==> config.mk <==
export PLATFORM = sky130hd
export DESIGN_NAME = multicycle_ctrl
export DESIGN_NICKNAME = d
export VERILOG_FILES = /design/src/rtl/multicycle_ctrl.sv
export SDC_FILE = /design/constraint.sdc
export NUM_CORES = 1
export LEC_CHECK = 0
export CAP_MARGIN = 0
export CORE_ASPECT_RATIO = 1.1
export CORE_MARGIN = 4
export CORE_UTILIZATION = 46
export DETAILED_ROUTE_END_ITERATION = 10
export PLACE_DENSITY = 0.79
export SETUP_SLACK_MARGIN = 0.15
export SLEW_MARGIN = 20
export SYNTH_ARGS = -nofsm -noshare
export SYNTH_HDL_FRONTEND = slang
export SYNTH_SLANG_ARGS = --single-unit
==> constraint.sdc <==
create_clock -name clk -period 2.26 [get_ports clk]
set_input_delay 0.452 -clock clk [delete_from_list [all_inputs] [get_ports clk]]
set_output_delay 0.452 -clock clk [all_outputs]
set_load 0.05 [all_outputs]
==> src/rtl/multicycle_ctrl.sv <==
// Main control FSM for a multi-cycle MIPS datapath.
// Sequences the shared memory port, IR, PC, ALU and register file.
// Traps and halts on an illegal opcode or a memory handshake timeout.
module multicycle_ctrl #(
    parameter int unsigned MEM_TIMEOUT = 16
) (
    input  logic       clk,
    input  logic       reset_n,
    input  logic [5:0] opcode,
    input  logic       zero,
    input  logic       mem_ready,
    output logic       mem_req,
    output logic       mem_we,
    output logic       iord,
    output logic       ir_write,
    output logic       pc_write,
    output logic [1:0] pc_source,
    output logic       alu_src_a,
    output logic [1:0] alu_src_b,
    output logic [1:0] alu_op,
    output logic       ext_zero,
    output logic       reg_dst,
    output logic       mem_to_reg,
    output logic       reg_write,
    output logic       retire,
    output logic       halted,
    output logic [1:0] cause
);

    typedef enum logic [3:0] {
        FETCH,
        DECODE,
        MEM_ADDR,
        MEM_READ,
        MEM_WB,
        MEM_WRITE,
        R_EXEC,
        R_WB,
        I_EXEC,
        I_WB,
        BRANCH,
        JUMP,
        TRAP
    } state_t;

    localparam logic [5:0] OP_RTYPE = 6'b000000;
    localparam logic [5:0] OP_LW    = 6'b100011;
    localparam logic [5:0] OP_SW    = 6'b101011;
    localparam logic [5:0] OP_ADDI  = 6'b001000;
    localparam logic [5:0] OP_ANDI  = 6'b001100;
    localparam logic [5:0] OP_ORI   = 6'b001101;
    localparam logic [5:0] OP_BEQ   = 6'b000100;
    localparam logic [5:0] OP_J     = 6'b000010;

    localparam logic [1:0] CAUSE_NONE    = 2'b00;
    localparam logic [1:0] CAUSE_ILLEGAL = 2'b01;
    localparam logic [1:0] CAUSE_TIMEOUT = 2'b10;

    // Counter only needs to reach MEM_TIMEOUT-1 before the trap fires.
    localparam int unsigned CW      = (MEM_TIMEOUT < 2) ? 1 : $clog2(MEM_TIMEOUT);
    localparam int unsigned LIMIT_I = (MEM_TIMEOUT == 0) ? 0 : MEM_TIMEOUT - 1;
    localparam logic [CW-1:0] LIMIT = CW'(LIMIT_I);

    state_t        state;
    logic [CW-1:0] wait_cnt;
    logic [1:0]    cause_q;
    logic          timeout_hit;

    // This waiting cycle is the last one allowed before a timeout trap.
    always_comb begin
        timeout_hit = (MEM_TIMEOUT != 0) && (wait_cnt == LIMIT);
    end

    // State sequencing, memory wait counter and sticky trap cause.
    always_ff @(posedge clk or negedge reset_n) begin
        if (!reset_n) begin
            state    <= FETCH;
            wait_cnt <= '0;
            cause_q  <= CAUSE_NONE;
        end else begin
            case (state)
                FETCH, MEM_READ, MEM_WRITE: begin
                    if (mem_ready) begin
                        wait_cnt <= '0;
                        case (state)
                            FETCH:    state <= DECODE;
                            MEM_READ: state <= MEM_WB;
                            default:  state <= FETCH;
                        endcase
                    end else if (timeout_hit) begin
                        wait_cnt <= '0;
                        cause_q  <= CAUSE_TIMEOUT;
                        state    <= TRAP;
                    end else begin
                        wait_cnt <= wait_cnt + 1'b1;
                    end
                end
                DECODE: begin
                    wait_cnt <= '0;
                    case (opcode)
                        OP_RTYPE:                state <= R_EXEC;
                        OP_LW, OP_SW:            state <= MEM_ADDR;
                        OP_ADDI, OP_ANDI, OP_ORI: state <= I_EXEC;
                        OP_BEQ:                  state <= BRANCH;
                        OP_J:                    state <= JUMP;
                        default: begin
                            cause_q <= CAUSE_ILLEGAL;
                            state   <= TRAP;
                        end
                    endcase
                end
                MEM_ADDR: begin
                    wait_cnt <= '0;
                    state    <= (opcode == OP_LW) ? MEM_READ : MEM_WRITE;
                end
                R_EXEC:  state <= R_WB;
                I_EXEC:  state <= I_WB;
                MEM_WB, R_WB, I_WB, BRANCH, JUMP: begin
                    wait_cnt <= '0;
                    state    <= FETCH;
                end
                TRAP:    state <= TRAP;
                default: state <= TRAP;
            endcase
        end
    end

    // Datapath controls decoded from the state register; gated by reset_n
    // so every output drops the instant reset asserts, not at the next edge.
    always_comb begin
        mem_req    = 1'b0;
        mem_we     = 1'b0;
        iord       = 1'b0;
        ir_write   = 1'b0;
        pc_write   = 1'b0;
        pc_source  = 2'b00;
        alu_src_a  = 1'b0;
        alu_src_b  = 2'b00;
        alu_op     = 2'b00;
        ext_zero   = 1'b0;
        reg_dst    = 1'b0;
        mem_to_reg = 1'b0;
        reg_write  = 1'b0;
        retire     = 1'b0;
        halted     = 1'b0;
        cause      = 2'b00;
        if (reset_n) begin
            cause = cause_q;
            case (state)
                FETCH: begin
                    mem_req   = 1'b1;
                    alu_src_b = 2'b01;
                    ir_write  = mem_ready;
                    pc_write  = mem_ready;
                end
                DECODE: begin
                    alu_src_b = 2'b11;
                end
                MEM_ADDR: begin
                    alu_src_a = 1'b1;
                    alu_src_b = 2'b10;
                end
                MEM_READ: begin
                    mem_req = 1'b1;
                    iord    = 1'b1;
                end
                MEM_WB: begin
                    reg_write  = 1'b1;
                    mem_to_reg = 1'b1;
                    retire     = 1'b1;
                end
                MEM_WRITE: begin
                    mem_req = 1'b1;
                    mem_we  = 1'b1;
                    iord    = 1'b1;
                    retire  = mem_ready;
                end
                R_EXEC: begin
                    alu_src_a = 1'b1;
                    alu_op    = 2'b10;
                end
                R_WB: begin
                    reg_write = 1'b1;
                    reg_dst   = 1'b1;
                    retire    = 1'b1;
                end
                I_EXEC: begin
                    alu_src_a = 1'b1;
                    alu_src_b = 2'b10;
                    if (opcode == OP_ANDI || opcode == OP_ORI) begin
                        alu_op   = 2'b11;
                        ext_zero = 1'b1;
                    end
                end
                I_WB: begin
                    reg_write = 1'b1;
                    retire    = 1'b1;
                end
                BRANCH: begin
                    alu_src_a = 1'b1;
                    alu_op    = 2'b01;
                    pc_source = 2'b01;
                    pc_write  = zero;
                    retire    = 1'b1;
                end
                JUMP: begin
                    pc_source = 2'b10;
                    pc_write  = 1'b1;
                    retire    = 1'b1;
                end
                TRAP: begin
                    halted = 1'b1;
                end
                default: begin
                    halted = 1'b1;
                end
            endcase
        end
    end

endmodule
==> impl_results.md <==
* Outcome: finished, violations left
* Failing checks: negative setup slack
* Pwr Total at 2.148 mW
* CP endpoint kind: flop
* Peak VDD IR at 881.0 uV
* Wirelength per Cell at 26.03 um
* Grt ovf at 0
* Share of cells above drive strength 1 at 47.31%
* Crit-path max FO at 3
* Netlist area before placement at 991.0 um^2
* Yosys top cell area share at 25.25%
* Clk root buf: clkbuf_4
* Synth top area cells: dfrtp_1, nor2_1, nor3_1
* Largest net degree at the start of global routing at 16
* Leakage at 0.7947 nW
* Cells after Synth at 136
* Ant. Diodes at 0
* Worst path arrival time at 2440 ps
* Hpwl dp at 2.649 mm
* Setup violators final at 1
* Minimum clock period at 2285 ps
* # DRC at 0
* Clock Sinks at 10
* Worst Setup SP: state[0]$_DFFE_PN0P_
* Count leader, synth: nor2_1
* Die area at 2962 um^2
* # H-tree levels at 1
* Final Cycle Share at 101.1%
* Most area-hungry cell type in the Yosys netlist: dfrtp_1
* Final WS setup at -25.09 ps
* Final wirelength at 5.570 mm
* MaxCap Viol Count at 0
* Least-Margin Pin Slew at 632.5 ps
* Clock tree buffer depth at 2
* Port bufs at 29
* Starting Density at 49.04%
* Vias in the first global route at 1395
* Number of flops mapped to enable cells by yosys at 0
* Syn_area_per_cell at 7.286 um^2
* Peak Freq at 0.4376 GHz
* Row count at 17
* 1st-iter DRT viols at 179
* Worst-path clk slew at 80 ps
* GRT Util Overall at 30.70%
* Synth unique cells at 47
* Required @ worst endpoint at 2420 ps
* Clock Latency Late Sink at 280 ps
* Relative slew slack at 57.71%
* Final net count at 198
* Power Dens Cells at 1130 nW/um^2
* Startpoint Class: flop
* Io pins at 30
* Die extent in x at 52.26 um
* Clock Skew at 5.919 ps
* Synth warnings at 0
* Sequential cell area fraction in the yosys report at 25.25%
* Core Region at 2021 um^2
* CTS tree: done
* RSZ-0062 raised after global routing: yes
* R2R depth at 6
* Ys flop type: dfrtp_1
* Asr flop ratio synth at 100.0%
* Slew Limit Fails at 0
* Final hold violations at 0
* Final core occ at 94.12%
* Synth top cells by count: nor2_1, dfrtp_1, nand2_1, nor3_1
* Syn nets at 147
* Area grow syn2layout at 91.92%
* DR pass1 iterations at 8
* Hold-fix buffers, CTS at 0
* Vias/cell at 7.201
* Final Wtd Congestion at 0.8314
* Routed Antenna Nets at 0
* Register bit total from synthesis at 10
* Height of the die at 56.68 um
* Initial antenna violation count at 0
* TritonCTS Buffers at 3
* Hold Crit Class: input pin to asynchronous set/reset pin
* First-pass GRT wire length at 6.893 mm
* Via count at 1541
* FF-to-FF Start: state[0]$_DFFE_PN0P_
* Setup CP Type: flop to flop
per-stage QoR:
step	setup WS (ps)	setup TNS [ps]	cells	area (um^2)	hold slack, ps
floorplan	-122.1	-405.5	136	1044	156.4
global placement	-97.25	-266.6	204	1677	466.8
detailed placement	-127.1	-365.9	204	1677	503.7
CTS	107.0	0	212	1823	518.5
global route	-56.80	-103.3	214	1902	357.6
finish	-25.09	-25.09	214	1902	355.8
area by class of cell:
cell class | count | area [um^2]
Clock buffer | 4 | 36.28
Fill cell | 54 | 118.9
Inverter | 6 | 25.02
Multi-Input combinational cell | 111 | 853.3
Sequential cell | 10 | 254.0
Tap cell | 28 | 35.03
Timing Repair Buffer | 55 | 698.2
worst max-delay path: stages (launching register included):
cell and delay [ps]:
dfrtp_2 460, xor2_2 210, mux2_4 290, buf_4 140, nor4_1 530, inv_1 210, o21ai_0 330
report_power, final:
group	internal (mW)	switching [mW]	total, mW
Sequential	0.229	0.0706	0.300
Combinational	0.673	1.00	1.68
Clock	0.0981	0.0749	0.173
cell families (layout without fill, tap and decap cells):
| kind of cell | after synthesis | in the layout | share of synthesized area [%] |
|---|---|---|---|
| and+or+nand+nor | 69 | 69 | 37.12 |
| AOI/OAI and AO/OA | 36 | 36 | 24.50 |
| buffers and inverters | 15 | 65 | 6.565 |
| DFF | 10 | 10 | 25.25 |
| muxes | 3 | 3 | 3.535 |
| xor gates and xnor gates | 2 | 2 | 1.768 |
| adders and majority gates | 1 | 1 | 1.262 |
per-layer routing:
layer,GRT usage [%],vias up,wire [um],part of all wire (%)
li1,-,594,-,-
met3,2.918,72,657,12
met4,16.42,0,523,9.4
met2,52.24,198,2474,44
met5,0,-,0,0
met1,36.97,677,1915,34
worst paths after layout:
check | end | slack [ps]
hold / removal | wait_cnt[3]$_DFFE_PN0P_ | 360
setup / recovery | state[0]$_DFFE_PN0P_ | -30
min in group clk | cause_q[1]$_DFFE_PN0P_ | 550
hold reg to reg | cause_q[1]$_DFFE_PN0P_ | 550
max in group asynchronous | state[3]$_DFFE_PN0P_ | 1740
setup reg to reg | state[0]$_DFFE_PN0P_ | -30
registers in the layout, indices dropped and copies added (netlist names):
name / count
cause_q: 2
state: 4
wait_cnt: 4
cell usage in the layout (no fill, tap or decap), types with 3 or more instances in the layout:
cell / n
buf_4: 22
buf_12: 19
nor2_1: 10
nand2_1: 8
dfrtp_1: 7
nor2_2: 6
a21oi_1: 6
nor3_1: 6
o21ai_0: 6
inv_1: 4
buf_6: 4
and2_1: 3
nand3_1: 3
clkbuf_4: 3
dfrtp_2: 3
what timing repair did:
item                       CTS  global route
pin swaps                    9            10
buffers inserted             4             2
gates resized for setup     31            22
setup endpoints to repair   13            16
Power figures use the tool's default switching activity.
